**src/rtl/sfx_pkg.sv**
```systemverilog
// Shared types and constants for the sound-effect sequencer:
// state/effect encoding, counter widths and the noise LFSR definition.
package sfx_pkg;

    localparam int PRE_W  = 17;
    localparam int DUR_W  = 9;
    localparam int HALF_W = 20;

    localparam logic [1:0] EFF_IDLE = 2'b00;
    localparam logic [1:0] EFF_SHOT = 2'b01;
    localparam logic [1:0] EFF_HIT  = 2'b10;

    // The state encoding doubles as the Effect output code.
    typedef enum logic [1:0] {
        ST_IDLE = EFF_IDLE,
        ST_SHOT = EFF_SHOT,
        ST_HIT  = EFF_HIT
    } sfx_state_e;

    localparam logic [15:0] LFSR_SEED = 16'hACE1;
    // Taps 16,14,13,11 on a right-shifting register land on bits 0,2,3,5.
    localparam logic [15:0] LFSR_TAPS = 16'h002D;

    function automatic logic [15:0] lfsr_next(input logic [15:0] cur);
        return {^(cur & LFSR_TAPS), cur[15:1]};
    endfunction

endpackage

```
**src/rtl/sfx_tone_gen.sv**
```systemverilog
// Half-period counter and square-wave register; strobes once per elapsed half-period.
module sfx_tone_gen
    import sfx_pkg::*;
(
    input  logic              clk_sys,
    input  logic              rst_b,
    input  logic              clear,
    input  logic              enable,
    input  logic [HALF_W-1:0] half,
    output logic              toggle_strobe,
    output logic              sq_out
);

    logic [HALF_W-1:0] cnt_q, cnt_d;
    logic              sq_q, sq_d;
    logic              at_end;

    assign at_end        = (cnt_q == half - HALF_W'(1));
    assign toggle_strobe = enable && !clear && at_end;

    always_comb begin
        cnt_d = cnt_q;
        sq_d  = sq_q;
        if (clear) begin
            cnt_d = '0;
            sq_d  = 1'b0;
        end else if (enable) begin
            if (at_end) begin
                cnt_d = '0;
                sq_d  = ~sq_q;
            end else begin
                cnt_d = cnt_q + HALF_W'(1);
            end
        end
    end

    always_ff @(posedge clk_sys or negedge rst_b) begin
        if (!rst_b) begin
            cnt_q <= '0;
            sq_q  <= 1'b0;
        end else begin
            cnt_q <= cnt_d;
            sq_q  <= sq_d;
        end
    end

    assign sq_out = sq_q;

endmodule

```
**src/rtl/sfx_sequencer.sv**
```systemverilog
// Sound-effect sequencer: synchronises shot/collision events, prioritises effects, drives the audio pin.
// Build option SFX_NOISE_EN: the collision effect plays LFSR noise instead of a square tone.
//
// state | meaning
// IDLE  | silent, all counters held at zero
// SHOT  | falling-pitch tone for SHOT_MS ticks
// HIT   | collision tone/noise for HIT_MS ticks, only a new hit restarts it
module sfx_sequencer
    import sfx_pkg::*;
#(
    parameter int TICK_DIV   = 100000,
    parameter int SHOT_MS    = 120,
    parameter int HIT_MS     = 250,
    parameter int SHOT_HALF0 = 50000,
    parameter int SHOT_STEP  = 400,
    parameter int HIT_HALF   = 12500
) (
    input  logic       Clk,
    input  logic       Reset_n,
    input  logic       Shot,
    input  logic       Collision,
    output logic       Pin,
    output logic       Busy,
    output logic [1:0] Effect
);

    localparam logic [PRE_W-1:0]  TICK_LAST      = PRE_W'(TICK_DIV - 1);
    localparam logic [DUR_W-1:0]  SHOT_LAST      = DUR_W'(SHOT_MS - 1);
    localparam logic [DUR_W-1:0]  HIT_LAST       = DUR_W'(HIT_MS - 1);
    localparam logic [HALF_W-1:0] SHOT_HALF_INIT = HALF_W'(SHOT_HALF0);
    localparam logic [HALF_W-1:0] HIT_HALF_INIT  = HALF_W'(HIT_HALF);
    localparam logic [HALF_W:0]   STEP_EXT       = (HALF_W + 1)'(SHOT_STEP);

    // [0] metastability stage, [1] synchronised level, [2] previous level
    logic [2:0]        shot_sync_q, shot_sync_d;
    logic [2:0]        hit_sync_q, hit_sync_d;
    logic              shot_ev_q, shot_ev_d;
    logic              hit_ev_q, hit_ev_d;

    sfx_state_e        state_q, state_d;
    logic [PRE_W-1:0]  pre_q, pre_d;
    logic [DUR_W-1:0]  dur_q, dur_d;
    logic [HALF_W-1:0] half_q, half_d;
    logic [HALF_W:0]   half_sum;
    logic              restart, clear, active, tick_wrap, expire;
    logic              toggle_strobe, sq_out;

    always_comb begin
        shot_sync_d = {shot_sync_q[1:0], Shot};
        hit_sync_d  = {hit_sync_q[1:0], Collision};
        shot_ev_d   = shot_sync_q[1] & ~shot_sync_q[2];
        hit_ev_d    = hit_sync_q[1] & ~hit_sync_q[2];
    end

    assign active    = (state_q != ST_IDLE);
    assign tick_wrap = active && (pre_q == TICK_LAST);
    assign expire    = tick_wrap && (dur_q == ((state_q == ST_HIT) ? HIT_LAST : SHOT_LAST));

    always_comb begin
        state_d = state_q;
        restart = 1'b0;
        unique case (state_q)
            ST_IDLE: begin
                if (hit_ev_q) begin
                    state_d = ST_HIT;
                    restart = 1'b1;
                end else if (shot_ev_q) begin
                    state_d = ST_SHOT;
                    restart = 1'b1;
                end
            end
            ST_SHOT: begin
                if (hit_ev_q) begin
                    state_d = ST_HIT;
                    restart = 1'b1;
                end else if (shot_ev_q) begin
                    state_d = ST_SHOT;
                    restart = 1'b1;
                end else if (expire) begin
                    state_d = ST_IDLE;
                end
            end
            ST_HIT: begin
                if (hit_ev_q) begin
                    state_d = ST_HIT;
                    restart = 1'b1;
                end else if (expire) begin
                    state_d = ST_IDLE;
                end
            end
            default: state_d = ST_IDLE;
        endcase
    end

    // Entry, restart and the return to IDLE all zero the counters and Pin.
    assign clear    = restart || (state_d == ST_IDLE);
    assign half_sum = {1'b0, half_q} + STEP_EXT;

    always_comb begin
        pre_d  = pre_q;
        dur_d  = dur_q;
        half_d = half_q;
        if (clear) begin
            pre_d = '0;
            dur_d = '0;
        end else if (tick_wrap) begin
            pre_d = '0;
            dur_d = dur_q + DUR_W'(1);
        end else begin
            pre_d = pre_q + PRE_W'(1);
        end

        if (restart) begin
            half_d = (state_d == ST_HIT) ? HIT_HALF_INIT : SHOT_HALF_INIT;
        end else if (state_d == ST_IDLE) begin
            half_d = '0;
        end else if ((state_q == ST_SHOT) && tick_wrap) begin
            half_d = half_sum[HALF_W] ? '1 : half_sum[HALF_W-1:0];
        end
    end

    always_ff @(posedge Clk or negedge Reset_n) begin
        if (!Reset_n) begin
            shot_sync_q <= '0;
            hit_sync_q  <= '0;
            shot_ev_q   <= 1'b0;
            hit_ev_q    <= 1'b0;
            state_q     <= ST_IDLE;
            pre_q       <= '0;
            dur_q       <= '0;
            half_q      <= '0;
        end else begin
            shot_sync_q <= shot_sync_d;
            hit_sync_q  <= hit_sync_d;
            shot_ev_q   <= shot_ev_d;
            hit_ev_q    <= hit_ev_d;
            state_q     <= state_d;
            pre_q       <= pre_d;
            dur_q       <= dur_d;
            half_q      <= half_d;
        end
    end

    sfx_tone_gen u_tone (
        .clk_sys       (Clk),
        .rst_b         (Reset_n),
        .clear         (clear),
        .enable        (active),
        .half          (half_q),
        .toggle_strobe (toggle_strobe),
        .sq_out        (sq_out)
    );

`ifdef SFX_NOISE_EN
    logic [15:0] lfsr_q, lfsr_d;
    logic        noise_q, noise_d;
    logic        noise_adv;

    // The LFSR keeps running across effects so consecutive hits sound different.
    assign noise_adv = toggle_strobe && (state_q == ST_HIT);

    always_comb begin
        lfsr_d  = noise_adv ? lfsr_next(lfsr_q) : lfsr_q;
        noise_d = clear ? 1'b0 : (noise_adv ? lfsr_d[0] : noise_q);
    end

    always_ff @(posedge Clk or negedge Reset_n) begin
        if (!Reset_n) begin
            lfsr_q  <= LFSR_SEED;
            noise_q <= 1'b0;
        end else begin
            lfsr_q  <= lfsr_d;
            noise_q <= noise_d;
        end
    end

    assign Pin = (state_q == ST_HIT) ? noise_q : sq_out;
`else
    logic strobe_unused;
    assign strobe_unused = toggle_strobe;
    assign Pin           = sq_out;
`endif

    assign Busy   = active;
    assign Effect = state_q;

endmodule

```
**config.mk**
```make
export PLATFORM = sky130hd
export DESIGN_NAME = sfx_sequencer
export DESIGN_NICKNAME = d
export VERILOG_FILES = /design/src/rtl/sfx_pkg.sv /design/src/rtl/sfx_tone_gen.sv /design/src/rtl/sfx_sequencer.sv
export SDC_FILE = /design/constraint.sdc
export NUM_CORES = 1
export LEC_CHECK = 0
export ABC_AREA = 1
export BUFFER_PORTS_ARGS = -buffer_cell sky130_fd_sc_hd__buf_2
export CORE_MARGIN = 2
export CORE_UTILIZATION = 40
export CTS_BUF_LIST = sky130_fd_sc_hd__clkbuf_4
export CTS_CLUSTER_DIAMETER = 100
export DETAILED_ROUTE_END_ITERATION = 10
export PLACE_DENSITY = 0.56
export SLEW_MARGIN = 20
export SYNTH_ARGS = -nofsm -noshare
export SYNTH_HDL_FRONTEND = slang
export SYNTH_SLANG_ARGS = --single-unit
```
**constraint.sdc**
```tcl
create_clock -name Clk -period 2.2 [get_ports Clk]
set_clock_uncertainty 0.15 [all_clocks]
set_input_delay 0.22 -clock Clk [delete_from_list [all_inputs] [get_ports Clk]]
set_output_delay 0.22 -clock Clk [all_outputs]
set_load 0.01 [all_outputs]
```
* Yosys cells after proc, flatten, opt, wreduce, memory -nomap -nowiden *
Index checks and enable logic that the tools add are counted.

cells by class
  bitwise gates (word level) = 5
  $mul = 0
  muxes and demuxes = 27
  eq/ne operators = 6
  reductions and logical operators = 13
  div/mod/pow operators = 0
  magnitude comparators = 0
  shift operators = 0
  add/sub/neg operators = 5

operators by type and width
  kind                                                 number
  2-to-1 mux 20 bit                                    7
  2-to-1 mux 17 bit                                    2
  adder 20 x 9 -> 21 bit, second input constant        1
  adder 20 x 1 -> 20 bit, second input constant        1
  equality test 20 bit                                 1
  subtractor 20 x 1 -> 20 bit, second input constant   1
  2-to-1 mux 9 bit                                     2
  adder 17 x 1 -> 17 bit, second input constant        1
  equality test 17 bit, second input constant          1
  2-to-1 mux 16 bit                                    1
  2-to-1 mux 2 bit                                     6
  adder 9 x 1 -> 9 bit, second input constant          1
  equality test 9 x 8 -> 1 bit                         1
  2-to-1 mux 8 bit                                     1
  nonzero test 2 bit                                   4
  2-to-1 mux 1 bit                                     6
  case mux 2 bit (3 select lines)                      1
  equality test 2 bit, second input constant           2
  logical NOT 2 bit                                    2
  logical AND 1 bit                                    3
  inverter 1 bit                                       3
  nonzero test 3 bit                                   1
  bitwise AND 1 bit                                    2
  equality test 2 x 1 -> 1 bit, second input constant  1
  4 further kinds                                      4

storage, ports and cells
  memory bits (read-only) = 0
  bits in registers = 77
  latch bits = 0
  output and inout port bits = 4
  input bits = 4
  memories = 0
  RAM bits = 0

* Longest topological paths before layout *
Gate-level depths: netlist of the first run.

  word-level depth = 12
  gate-level depth with buffers = 16
  depth with buffers taken out = 16

* Cells and area by module *
A second synthesis of the first run with hierarchy kept.

unflattened totals
  cell total of the unflattened synthesis = 736
  area total of the unflattened synthesis = 5,186.2 um^2

by module, submodules not included
  module         cells each  area an instance (um^2)  instances  sequential area each (um^2)
  sfx_sequencer  380         2,997.9                  1          1,351.3
  sfx_tone_gen   356         2,188.3                  1          525.5

* Worst setup path after synthesis of the first run *
Ideal clock, no wire load.

  path type = register to register
  start = register half_q[1]
  end = register u_tone.cnt_q[15]
  data arrival time = 1.975 ns
  cell stages (with the launch flop) = 15
  slack = -0.048 ns
  cells stage by stage = dfrtp_1 > clkinv_1 > ha_1 > nand2_2 > nor2_4 > nand2_2 > nand2_1 > nand2_1 > a21oi_1 > nand2_1 > nor2_1 > nand3_1 > nand2_4 > buf_12 > nor2_2

between the ends
  cells in the longest elaborated chain, start to end = 5

ends and longest elaborated chain
  what                         line                  RTL
  start, declared              sfx_sequencer.sv:43   logic [HALF_W-1:0] half_q, half_d;
  start signal, assigned       sfx_sequencer.sv:140  half_q <= half_d;
  subtractor 20 x 1 -> 20 bit  sfx_tone_gen.sv:18    assign at_end = (cnt_q == half - HALF_W'(1));
  equality test 20 bit         sfx_tone_gen.sv:18
  2-to-1 mux 20 bit            sfx_tone_gen.sv:28    if (at_end) begin
  2-to-1 mux 20 bit            sfx_tone_gen.sv:27    end else if (enable) begin
  2-to-1 mux 20 bit            sfx_tone_gen.sv:24    if (clear) begin
  end signal, assigned         sfx_tone_gen.sv:42    cnt_q <= cnt_d;
  end, declared                sfx_tone_gen.sv:14    logic [HALF_W-1:0] cnt_q, cnt_d;

Every way passes these cells. The select of a mux whose other input is x is not followed.
A chain may end at the register's enable or synchronous reset.

* Worst setup path after layout of the first run *
  start = register half_q[1]
  end = register u_tone.sq_q (netlist: u_tone.sq_out)

between the ends
  cells in the longest elaborated chain, start to end = 4

ends and longest elaborated chain
  what                           line                RTL
  subtractor 20 x 1 -> 20 bit    sfx_tone_gen.sv:18
  equality test 20 bit           sfx_tone_gen.sv:18
  nonzero test 2 bit (no line)   n/a
  AND reduction 2 bit (no line)  n/a
  end signal, assigned           sfx_tone_gen.sv:43  sq_q <= sq_d;
  end, declared                  sfx_tone_gen.sv:15  logic sq_q, sq_d;

Every way passes these cells.

==> results of run 1 <==
## worst max-delay path: cells and delay by family, from the launching register on
kind / cells / cell delay, ns
simple gates: 10 / 1.09
buf+inv: 3 / 0.39
xor+xnor: 1 / 0.15
flops: 1 / 0.44
## Yosys cell counts (all sizes together)
master / instances
nand2: 177
nor2: 129
inv: 89
dfrtp: 75
nand3: 70
xor2: 36
nand4: 23
o21ai: 17
nor3: 16
buf: 10
ha: 8
xnor2: 8
a21oi: 7
clkbuf: 6
nor4: 5
a31oi: 4
nand3b: 4
or2: 3
o22ai: 2
xnor3: 2
clkinv: 1
o211ai: 1
o21a: 1
## routing by layer
layer	global-route usage	share of wire	vias up
li1	-	-	2368
met1	0.285	0.48	2218
met2	0.326	0.46	77
met3	0.0429	0.040	21
met4	0.0747	0.020	0
met5	0	0	-
## path summary, 6_finish.rpt
kind | startpoint | endpoint | cells after the start
worst max-delay path | half_q[1]$_DFFE_PN0P_ | u_tone.sq_out$_DFFE_PN0P_ | 14
worst min-delay path | Reset_n | dur_q[3]$_DFFE_PN0P_ | 2
worst max register to register | half_q[1]$_DFFE_PN0P_ | u_tone.sq_out$_DFFE_PN0P_ | 14
worst min register to register | hit_sync_q[0]$_DFF_PN0_ | hit_sync_q[1]$_DFF_PN0_ | 0
max in group asynchronous | Reset_n | u_tone.cnt_q[7]$_DFFE_PN0P_ | 3
min in group Clk | hit_sync_q[0]$_DFF_PN0_ | hit_sync_q[1]$_DFF_PN0_ | 0
## logic make-up after synthesis
kind of cell | count (synthesis)
AO/OA/AOI/OAI | 32
XOR/XNOR | 46
adder cells (fa/ha/maj) | 8
AND/OR/NAND/NOR | 427
flip-flops | 75
buffers and inverters | 106
## state kept, by name, indices dropped and copies added (netlist names)
name,cells
dur_q,9
half_q,18
shot_ev_q,1
shot_sync_q,3
u_tone.cnt_q,20
u_tone.sq_out,1
hit_sync_q,3
pre_q,17
Effect,2
hit_ev_q,1
## per-stage QoR
step | utilization | TNS [ns]
finish | 0.515 | -1.20
global route | 0.515 | -5.33
CTS | 0.491 | -0.384
detailed placement | 0.466 | -3.16
global placement | 0.466 | -1.88
floorplan | - | 0
## power breakdown
| group | switching, mW | internal (mW) |
|---|---|---|
| sequential | 0.177 | 1.53 |
| clock | 0.537 | 0.377 |
| combinational | 1.10 | 0.796 |
| total | 1.81 | 2.70 |
## final cells by class
class                   count  area [sq um]  share of cell area
clock buffers              11          82.6              0.0133
inverters                  90           353              0.0568
repair buffers             89           733               0.118
clock inverters             5          62.6              0.0101
repair inverters            1          6.26             0.00101
well taps                 168           210              0.0338
flip-flops and latches     75          1880               0.302
multi-input cells         514          2890               0.465
## timing repair
| item | in CTS | in global routing |
|---|---|---|
| endpoints found under the hold margin | 50 | 0 |
| cloned | 1 | 2 |
| setup buffers | 4 | 8 |
| resized for setup | 25 | 59 |
| endpoints found under the setup margin | 30 | 65 |
| pin swaps | 12 | 27 |
| hold buffers | 3 | 0 |
==> impl_summary.log, run 1 <==
[metrics] result of the run: complete, but fails checks
[metrics] violations in the final reports: negative setup slack
[metrics] height of the chip: 116 microns
[metrics] post-synthesis simple-gate area fraction: 0.388
[metrics] commonest cells after routing, fill and taps aside: sky130_fd_sc_hd__nand2_1, sky130_fd_sc_hd__nor2_1, sky130_fd_sc_hd__inv_1
[metrics] vias per inst: 4.92
[metrics] buffer type at the clock tree root: sky130_fd_sc_hd__clkbuf_4
[metrics] areal power density over the cells: 726 nW/um^2
[metrics] latest clock arrival within the worst-skew pair: 0.46 ns
[metrics] CTS H-Tree Depth: 3
[metrics] list of cells traversed by the critical path: buf_6, nor2_4, nand2_4, nor2_4, nand2_2, buf_6, xor2_1, nand2_1, nor2_2, nand3_2, nor2_2, buf_6, nand3_2, nand2_1
[metrics] mean routed wirelength per cell: 13.8 microns
[metrics] slowest stage cell, crit path: sky130_fd_sc_hd__dfrtp_1
[metrics] total number of clock tree sinks: 75
[metrics] Slew HR: 0.651
[metrics] global-route wire length before repair: 21,800 microns
[metrics] antenna violations before repair: 0
[metrics] multiplexer share of the synthesized area: 0
[metrics] final wirelength: 13,200 microns
[metrics] TritonCTS clock tree: built
[metrics] most common cell after layout, fill and taps aside: sky130_fd_sc_hd__nand2_1
[metrics] number of failing setup endpoints in the final timing report: 21
[metrics] sequential fraction of the synthesis area: 0.377
[metrics] highest clock frequency the design can meet: 0.439 GHz
[metrics] overflow left after global routing: 0
[metrics] worst min path class: input pin to async pin
[metrics] floorplan die width: 116 microns
[metrics] post-synthesis sequential element count: 75
[metrics] starting utilization of the core area: 0.413
[metrics] cell occurring most often along the worst timing path: sky130_fd_sc_hd__buf_6
[metrics] WS Path Type: flip-flop to flip-flop
[metrics] total inserted antenna cells: 0
[metrics] CP required: 2.45 ns
[metrics] post-synthesis net count: 706
[metrics] core box area: 12,100 sq um
[metrics] maximum ir drop on the vdd rail: 0.000448 V
[metrics] Crit. End Element: flip-flop
[metrics] number of nets still failing antenna checks after routing: 0
[metrics] worst hold margin: 0.101 ns
[metrics] YS warnings: 0
[metrics] via total after detailed routing: 4,684
[metrics] I/O pin count: 8
[metrics] detailed-route DRC error count: 0
[metrics] post-synthesis cell type with the largest combined area: sky130_fd_sc_hd__dfrtp_1
[metrics] number of buffers created by CTS: 9
[metrics] Synth top area share: 0.377
[metrics] final design area excluding fillers: 6220 sq um
[metrics] post-route total power: 4.51 mW
[metrics] Worst-Margin Slew: 0.523 ns
[metrics] Synth area leaders: sky130_fd_sc_hd__dfrtp_1, sky130_fd_sc_hd__nand2_1, sky130_fd_sc_hd__nor2_1, sky130_fd_sc_hd__nand3_1, sky130_fd_sc_hd__inv_1
[metrics] post-synthesis cell area: 4980 sq um
[metrics] delay of the slowest cell on the worst path: 0.44 ns
[metrics] final worst path period need: 2.28 ns
[metrics] post-synthesis cell count: 694
[metrics] worst reg2reg setup slack: -0.08 ns
[metrics] setup repair after global routing missed its margin: yes
[metrics] total count of max-transition violations in the final report: 0
[metrics] CP max FO: 8
[metrics] per-instance average area after synthesis: 7.17 sq um
[metrics] synthesized-area fraction occupied by ao, oa, aoi and oai cells: 0.0347
[metrics] number of fill cells: 1,187
[metrics] number of cell rows: 40
[metrics] Max Buffers Root-to-Sink: 2
[metrics] Port-buffer cells: 7
[metrics] die area: 13,400 sq um
[metrics] GRT Resource Usage Total: 0.208
[metrics] Maximum Capacitance Violations: 0
[metrics] worst slack at placement: -0.175 ns
[metrics] Synth Area in Adders: 0.0201
[metrics] Detailed Routing Iterations Pass 1: 5
[metrics] main combinational cell family by area after synthesis: simple AND/OR/NAND/NOR gates
[metrics] number of distinct library cells after synthesis: 35
[metrics] arrival time of the worst setup path: 2.53 ns
[metrics] largest net degree at the start of global routing: 41
[metrics] Post-DP Area: 5620 sq um
[metrics] CP startpoint kind: flip-flop
[metrics] vias in the first global route: 4,577
[metrics] Area Overhead vs Synth: 24.9%
[metrics] clock transition time at the flip-flop clock pins of the worst setup and hold paths: 0.14 ns
[metrics] initial detailed-routing violation count: 296
[metrics] total number of nets in the final design: 792
[metrics] placed cell count: 920
[metrics] total leakage power: 2.96 nW
[metrics] ratio of cells with drive above 1 in the final layout: 0.251
[metrics] Final Hold Fails: 0
[metrics] HPWL reported at the end of detailed placement: 9420 microns
[metrics] post-route worst setup slack: -0.0794 ns
[metrics] RePlAce Congestion: 0.930
[metrics] final std cells w/o fill: 953
[metrics] share of the cycle needed by the critical path after routing: 1.04
[metrics] synthesized-area fraction occupied by xor and xnor cells: 0.0865
(Power assumes the default switching activity.)
==> run 2, diff against run 1 <==
==> constraint.sdc (replaced) <==
create_clock -name Clk -period 1.85 [get_ports Clk]
set_clock_uncertainty 0.15 [all_clocks]
set_input_delay 0.185 -clock Clk [delete_from_list [all_inputs] [get_ports Clk]]
set_output_delay 0.185 -clock Clk [all_outputs]
set_load 0.01 [all_outputs]
==> run 2 against run 1 <==
The run still ends with negative setup slack left. Non-clock buffer count increased by 90. Fmax increased by 0.12%. Die area unchanged. Clock-buffer cell count decreased by 2. Sequential share of layout area decreased by 4.4 points. Cell count increased by 9.4%. Flip-flop and latch count unchanged. Clock power increased by 5.2%. Via count increased by 9.9%. Critical endpoint unchanged. Highest routed layer unchanged.
==> impl_summary.log, run 2 (synthesized netlist as in run 1, its figures left out) <==
[metrics] result of the run: complete, but fails checks (unchanged)
[metrics] violations in the final reports: negative setup slack (unchanged)
[metrics] Worst-Margin Slew: 0.522 ns (was 0.523 ns)
[metrics] post-route total power: 5.79 mW (was 4.51 mW)
[metrics] total inserted antenna cells: 0 (unchanged)
[metrics] global-route wire length before repair: 23,700 microns (was 21,800 microns)
[metrics] CP required: 2.07 ns (was 2.45 ns)
[metrics] arrival time of the worst setup path: 2.50 ns (was 2.53 ns)
[metrics] Final Hold Fails: 0 (unchanged)
[metrics] registers with the most flip-flops: u_tone.cnt_q: 20 flops, half_q: 18 flops, pre_q: 17 flops (unchanged)
[metrics] initial detailed-routing violation count: 223 (was 296)
[metrics] Maximum Capacitance Violations: 0 (unchanged)
[metrics] total buffers and inverters traversed by the critical path: 4 (was 3)
[metrics] Detailed Routing Iterations Pass 1: 5 (unchanged)
[metrics] worst reg2reg setup slack: -0.43 ns (was -0.08 ns)
[metrics] RePlAce Congestion: 0.934 (was 0.930)
[metrics] final wirelength: 14,500 microns (was 13,200 microns)
[metrics] Port-buffer cells: 7 (unchanged)
[metrics] kind of cell with the highest combined delay on the critical path: simple AND/OR/NAND/NOR gates (unchanged)
[metrics] Max Buffers Root-to-Sink: 2 (unchanged)
[metrics] Crit. End Element: flip-flop (unchanged)
[metrics] number of nets still failing antenna checks after routing: 0 (unchanged)
[metrics] GRT Resource Usage Total: 0.229 (was 0.208)
[metrics] worst slack at placement: -0.479 ns (was -0.175 ns)
[metrics] slowest stage cell, crit path: sky130_fd_sc_hd__dfrtp_2 (was sky130_fd_sc_hd__dfrtp_1)
[metrics] largest net degree at the start of global routing: 29 (was 41)
[metrics] register containing the most flip-flops in the final layout: u_tone.cnt_q (unchanged)
[metrics] HPWL reported at the end of detailed placement: 10,400 microns (was 9420 microns)
[metrics] core box area: 12,100 sq um (unchanged)
[metrics] vias per inst: 4.93 (was 4.92)
[metrics] worst hold margin: 0.0817 ns (was 0.101 ns)
[metrics] share of the cycle needed by the critical path after routing: 1.23 (was 1.04)
[metrics] I/O pin count: 8 (unchanged)
[metrics] ratio of cells with drive above 1 in the final layout: 0.401 (was 0.251)
[metrics] number of failing setup endpoints in the final timing report: 65 (was 21)
[metrics] CP max FO: 8 (unchanged)
[metrics] Area Overhead vs Synth: 46.8% (was 24.9%)
[metrics] latest clock arrival within the worst-skew pair: 0.48 ns (was 0.46 ns)
[metrics] Post-DP Area: 6310 sq um (was 5620 sq um)
[metrics] antenna violations before repair: 0 (unchanged)
[metrics] total number of clock tree sinks: 75 (unchanged)
[metrics] worst min path class: input pin to async pin (unchanged)
[metrics] highest clock frequency the design can meet: 0.439 GHz (about the same)
[metrics] CTS H-Tree Depth: 3 (unchanged)
[metrics] list of cells traversed by the critical path: clkinv_4, ha_4, nand2_4, nor2_4, nand2_2, nand2_2, buf_4, buf_4, nand3b_1, nand3_1, nor2_2, nand3_4, buf_6, nand3_2, nand2_1 (was buf_6, nor2_4, nand2_4, nor2_4, nand2_2, buf_6, xor2_1, nand2_1, nor2_2, nand3_2, nor2_2, buf_6, nand3_2, nand2_1)
[metrics] Slew HR: 0.649 (was 0.651)
[metrics] via total after detailed routing: 5,147 (was 4,684)
[metrics] mean routed wirelength per cell: 13.9 microns (was 13.8 microns)
[metrics] number of buffers created by CTS: 9 (unchanged)
[metrics] clock transition time at the flip-flop clock pins of the worst setup and hold paths: 0.15 ns (was 0.14 ns)
[metrics] total count of max-transition violations in the final report: 0 (unchanged)
[metrics] commonest cells after routing, fill and taps aside: sky130_fd_sc_hd__nand2_1, sky130_fd_sc_hd__buf_4, sky130_fd_sc_hd__inv_1 (was sky130_fd_sc_hd__nand2_1, sky130_fd_sc_hd__nor2_1, sky130_fd_sc_hd__inv_1)
[metrics] WS Path Type: flip-flop to flip-flop (unchanged)
[metrics] post-route worst setup slack: -0.427 ns (was -0.0794 ns)
[metrics] die area: 13,400 sq um (unchanged)
[metrics] detailed-route DRC error count: 0 (unchanged)
[metrics] number of cell rows: 40 (unchanged)
[metrics] vias in the first global route: 5,046 (was 4,577)
[metrics] final worst path period need: 2.28 ns (about the same)
[metrics] starting utilization of the core area: 0.413 (unchanged)
[metrics] buffer type at the clock tree root: sky130_fd_sc_hd__clkbuf_4 (unchanged)
[metrics] floorplan die width: 116 microns (unchanged)
[metrics] TritonCTS clock tree: built (unchanged)
[metrics] total leakage power: 3.49 nW (was 2.96 nW)
[metrics] final design area excluding fillers: 7310 sq um (was 6220 sq um)
[metrics] setup repair after global routing missed its margin: yes (unchanged)
[metrics] areal power density over the cells: 792 nW/um^2 (was 726 nW/um^2)
[metrics] Largest register FFs: 20 (unchanged)
[metrics] CP startpoint kind: flip-flop (unchanged)
[metrics] total number of nets in the final design: 882 (was 792)
[metrics] maximum ir drop on the vdd rail: 0.000674 V (was 0.000448 V)
[metrics] overflow left after global routing: 0 (unchanged)
[metrics] height of the chip: 116 microns (unchanged)
[metrics] post-layout util: 0.606 (was 0.515)
[metrics] delay of the slowest cell on the worst path: 0.45 ns (was 0.44 ns)
[run 2: changes by cell type in the layout (fill, tap and decap cells not counted), sizes merged]
cell      change
clkinvlp      -1
bufinv        -1
clkinv        +4
buf          +90
clkbuf        -2
[run 2: layer usage]
metal	track usage	part of all wire	wire (microns)
met4	0.0827	0.024	352
met2	0.381	0.48	6930
met5	0	0	0
met3	0.0377	0.037	529
met1	0.302	0.46	6670
[run 2: final cells by class]
cell class	instances	area (sq um)
timing repair buffer	179	1520
clock buffer	9	67.6
fill	1079	4750
multi-input combinational	514	3210
clock inverter	7	51.3
sequential	75	1890
inverter	90	353
timing repair inverter	1	7.51
tap	168	210
[run 2: path summary, 6_finish.rpt]
check	start	cells past startpoint	to
worst min register to register	shot_sync_q[0]$_DFF_PN0_	0	shot_sync_q[1]$_DFF_PN0_
worst max register to register	half_q[1]$_DFFE_PN0P_	15	u_tone.sq_out$_DFFE_PN0P_
worst max-delay path	half_q[1]$_DFFE_PN0P_	15	u_tone.sq_out$_DFFE_PN0P_
max in group asynchronous	Reset_n	3	Effect[0]$_DFF_PN0_
min in group Clk	Collision	2	hit_sync_q[0]$_DFF_PN0_
worst min-delay path	Reset_n	3	half_q[14]$_DFFE_PN0P_
[run 2: repair_timing]
action / in CTS / in global routing
hold endpoints to repair: 77 / 0
hold buffers: 4 / 0
setup buffers: 17 / 14
setup endpoints to repair: 65 / 66
pin swaps: 30 / 49
gates cloned: 4 / 1
gates resized for setup: 64 / 88
[run 2: per-stage QoR]
step	TNS (ns)	instances
after floorplan	-3.14	694
after global placement	-14.88	994
after detailed placement	-17.55	994
after CTS	-18.79	1033
after global routing	-28.02	1043
final	-20.19	1043
[run 2: tightest hold or removal path, cell delays in order]
cell	delay, ns
sky130_fd_sc_hd__dlygate4sd3_1	0.53
sky130_fd_sc_hd__buf_4	0.17
sky130_fd_sc_hd__buf_12	0.20
[run 2: power by group]
group / internal [mW] / total [mW] / switching (mW)
sequential: 1.82 / 2.05 / 0.232
clock: 0.285 / 0.963 / 0.677
combinational: 1.32 / 2.78 / 1.46
==> run 3, diff against run 2 <==
--- a/config.mk
+++ b/config.mk
@@ -13,6 +13,7 @@
 export CTS_CLUSTER_DIAMETER = 100
 export DETAILED_ROUTE_END_ITERATION = 10
 export PLACE_DENSITY = 0.56
+export SKIP_LAST_GASP = 1
 export SLEW_MARGIN = 20
 export SYNTH_ARGS = -nofsm -noshare
 export SYNTH_HDL_FRONTEND = slang
==> run 3 against run 2 <==
The run still ends with negative setup slack left. Via count is 0.43% lower. Worst hold slack worse by 0.0019 ns. Die area stayed put. Non-clock buffer count stayed put. Clock-buffer cell count stayed put. Clock power hardly changed. Sequential share of layout area hardly changed. Flip-flop and latch count stayed put. Critical path type unchanged.
==> impl_summary.log, run 3 (synthesized netlist as in run 1, its figures left out) <==
[metrics] Worst Reg-to-Reg Cells: 15 (unchanged)
[metrics] overflow left after global routing: 0 (unchanged)
[metrics] number of buffers created by CTS: 9 (unchanged)
[metrics] Final Hold Fails: 0 (unchanged)
[metrics] total inserted antenna cells: 0 (unchanged)
[metrics] vias per inst: 4.91 (was 4.93)
[metrics] GRT Resource Usage Total: 0.228 (was 0.229)
[metrics] WS Path Type: flip-flop to flip-flop (unchanged)
[metrics] mean routed wirelength per cell: 13.8 microns (was 13.9 microns)
[metrics] endpoint of the worst register-to-register path: u_tone.sq_out$_DFFE_PN0P_ (unchanged)
[metrics] setup repair after global routing missed its margin: yes (unchanged)
[metrics] final worst path period need: 2.28 ns (about the same)
[metrics] Worst-Margin Slew: 0.541 ns (was 0.522 ns)
[metrics] buffer type at the clock tree root: sky130_fd_sc_hd__clkbuf_4 (unchanged)
[metrics] number of fill cells: 1,080 (was 1,079)
[metrics] RePlAce Congestion: 0.934 (unchanged)
[metrics] CP startpoint kind: flip-flop (unchanged)
[metrics] violations in the final reports: negative setup slack (unchanged)
[metrics] Max Buffers Root-to-Sink: 2 (unchanged)
[metrics] post-route total power: 5.81 mW (was 5.79 mW)
[metrics] latest clock arrival within the worst-skew pair: 0.48 ns (about the same)
[metrics] final design area excluding fillers: 7300 sq um (was 7310 sq um)
[metrics] floorplan die width: 116 microns (unchanged)
[metrics] antenna violations before repair: 0 (unchanged)
[metrics] list of cells traversed by the critical path: clkinv_4, ha_4, nand2_4, nor2_4, nand2_2, nand2_2, buf_4, buf_4, nand3b_1, nand3_1, nor2_2, nand3_4, buf_6, nand3_2, nand2_1 (unchanged)
[metrics] global-route wire length before repair: 23,700 microns (about the same)
[metrics] TritonCTS clock tree: built (unchanged)
[metrics] commonest cells after routing, fill and taps aside: sky130_fd_sc_hd__nand2_1, sky130_fd_sc_hd__buf_4, sky130_fd_sc_hd__inv_1 (unchanged)
[metrics] starting utilization of the core area: 0.413 (unchanged)
[metrics] number of nets still failing antenna checks after routing: 0 (unchanged)
[metrics] worst reg2reg setup slack: -0.43 ns (about the same)
[metrics] Post-DP Area: 6310 sq um (unchanged)
[metrics] via total after detailed routing: 5,125 (was 5,147)
[metrics] clock transition time at the flip-flop clock pins of the worst setup and hold paths: 0.15 ns (about the same)
[metrics] result of the run: complete, but fails checks (unchanged)
[metrics] die area: 13,400 sq um (unchanged)
[metrics] Maximum Capacitance Violations: 0 (unchanged)
[metrics] RR Startpoint: half_q[1]$_DFFE_PN0P_ (unchanged)
[metrics] final wirelength: 14,400 microns (was 14,500 microns)
[metrics] Detailed Routing Iterations Pass 1: 5 (unchanged)
[metrics] ratio of cells with drive above 1 in the final layout: 0.399 (was 0.401)
[metrics] highest clock frequency the design can meet: 0.439 GHz (about the same)
[metrics] detailed-route DRC error count: 0 (unchanged)
[metrics] Port-buffer cells: 7 (unchanged)
[metrics] delay of the slowest cell on the worst path: 0.45 ns (about the same)
[metrics] Area Overhead vs Synth: 46.5% (was 46.8%)
[metrics] kind of cell with the highest combined delay on the critical path: simple AND/OR/NAND/NOR gates (unchanged)
[metrics] worst min path class: input pin to async pin (unchanged)
[metrics] areal power density over the cells: 796 nW/um^2 (was 792 nW/um^2)
[metrics] CTS H-Tree Depth: 3 (unchanged)
[metrics] maximum ir drop on the vdd rail: 0.000670 V (was 0.000674 V)
[metrics] height of the chip: 116 microns (unchanged)
[metrics] total buffers and inverters traversed by the critical path: 4 (unchanged)
[metrics] setup TNS: -20.11 ns (was -20.19 ns)
[metrics] total count of max-transition violations in the final report: 0 (unchanged)
[metrics] CP max FO: 8 (unchanged)
[metrics] Slew HR: 0.636 (was 0.649)
[metrics] register containing the most flip-flops in the final layout: u_tone.cnt_q (unchanged)
[metrics] number of failing setup endpoints in the final timing report: 65 (unchanged)
[metrics] HPWL reported at the end of detailed placement: 10,400 microns (unchanged)
[metrics] share of the cycle needed by the critical path after routing: 1.23 (about the same)
[metrics] total leakage power: 3.49 nW (about the same)
[metrics] total number of clock tree sinks: 75 (unchanged)
[metrics] initial detailed-routing violation count: 235 (was 223)
[metrics] vias in the first global route: 5,018 (was 5,046)
[metrics] Crit. End Element: flip-flop (unchanged)
[metrics] largest net degree at the start of global routing: 29 (unchanged)
[metrics] Largest register FFs: 20 (unchanged)
[metrics] logic depth of the worst setup path including buffers: 15 (unchanged)
[metrics] slowest stage cell, crit path: sky130_fd_sc_hd__dfrtp_2 (unchanged)
[metrics] registers with the most flip-flops: u_tone.cnt_q: 20 flops, half_q: 18 flops, pre_q: 17 flops (unchanged)
[metrics] arrival time of the worst setup path: 2.50 ns (about the same)
[metrics] post-route worst setup slack: -0.426 ns (was -0.427 ns)
[metrics] number of cell rows: 40 (unchanged)
[metrics] core box area: 12,100 sq um (unchanged)
[metrics] CP required: 2.08 ns (was 2.07 ns)
[metrics] I/O pin count: 8 (unchanged)
[metrics] total number of nets in the final design: 882 (unchanged)
run 3: cell types whose count changed in the layout (fill, tap and decap cells not counted):
cell                     delta
sky130_fd_sc_hd__nor3_2     -1
sky130_fd_sc_hd__nor3_1     +1
sky130_fd_sc_hd__xor2_2     -1
sky130_fd_sc_hd__xor2_1     +1
run 3: through the flow:
step / hold slack [ns] / utilization / worst slack [ns] / cells
6_report: 0.0798 / 0.605 / -0.426 / 1043
5_1_grt: 0.0976 / 0.605 / -0.535 / 1043
4_1_cts: 0.0777 / 0.570 / -0.382 / 1033
3_5_place_dp: -0.0302 / 0.523 / -0.479 / 994
3_3_place_gp: -0.0279 / 0.523 / -0.416 / 994
2_1_floorplan: -0.261 / - / -0.207 / 694
run 3: power by group:
part	total (mW)	switching (mW)	internal, mW	leakage (nW)
sequential	2.05	0.232	1.82	0.990
clock	0.963	0.678	0.285	0.0664
combinational	2.79	1.46	1.33	2.43
total	5.81	2.37	3.43	3.49
run 3: how the worst max path moves through the flow:
stage,from,to,slack (ns)
2_1_floorplan,half_q[1]$_DFFE_PN0P_,u_tone.cnt_q[15]$_DFFE_PN0P_,-0.21
3_3_place_gp,half_q[1]$_DFFE_PN0P_,u_tone.cnt_q[9]$_DFFE_PN0P_,-0.42
3_5_place_dp,half_q[2]$_DFFE_PN0P_,u_tone.cnt_q[9]$_DFFE_PN0P_,-0.48
4_1_cts,half_q[1]$_DFFE_PN0P_,u_tone.cnt_q[9]$_DFFE_PN0P_,-0.38
5_1_grt,half_q[1]$_DFFE_PN0P_,u_tone.sq_out$_DFFE_PN0P_,-0.53
6_report,half_q[1]$_DFFE_PN0P_,u_tone.sq_out$_DFFE_PN0P_,-0.43
run 3: cell type report:
cell class | count | area (sq um) | area share
Sequential cell | 75 | 1890 | 0.259
Tap cell | 168 | 210 | 0.0288
Timing Repair Buffer | 179 | 1520 | 0.208
Clock buffer | 9 | 67.6 | 0.00926
Timing Repair inverter | 1 | 7.51 | 0.00103
Inverter | 90 | 353 | 0.0484
Clock inverter | 7 | 51.3 | 0.00703
Multi-Input combinational cell | 514 | 3200 | 0.439
run 3: worst register-to-register path, cell delays in order, from the launching register on:
cell and delay (ns):
sky130_fd_sc_hd__dfrtp_2 0.45, sky130_fd_sc_hd__clkinv_4 0.10, sky130_fd_sc_hd__ha_4 0.18, sky130_fd_sc_hd__nand2_4 0.08, sky130_fd_sc_hd__nor2_4 0.07, sky130_fd_sc_hd__nand2_2 0.09
sky130_fd_sc_hd__nand2_2 0.06, sky130_fd_sc_hd__buf_4 0.13, sky130_fd_sc_hd__buf_4 0.12, sky130_fd_sc_hd__nand3b_1 0.08, sky130_fd_sc_hd__nand3_1 0.09, sky130_fd_sc_hd__nor2_2 0.14
sky130_fd_sc_hd__nand3_4 0.17, sky130_fd_sc_hd__buf_6 0.17, sky130_fd_sc_hd__nand3_2 0.05, sky130_fd_sc_hd__nand2_1 0.05
run 3: routing by layer:
metal	vias up	GRT usage	wire (microns)
li1	2549	-	-
met1	2453	0.301	6670
met2	98	0.381	6880
met3	25	0.0377	576
met4	0	0.0803	321
met5	-	0	0
run 3: repair_timing:
item	in CTS	in global routing
endpoints found under the hold margin	77	0
pin swaps	30	50
setup endpoints to repair	65	66
gates cloned	4	1
gates resized for setup	61	89
setup buffers	17	14
hold buffers	4	0
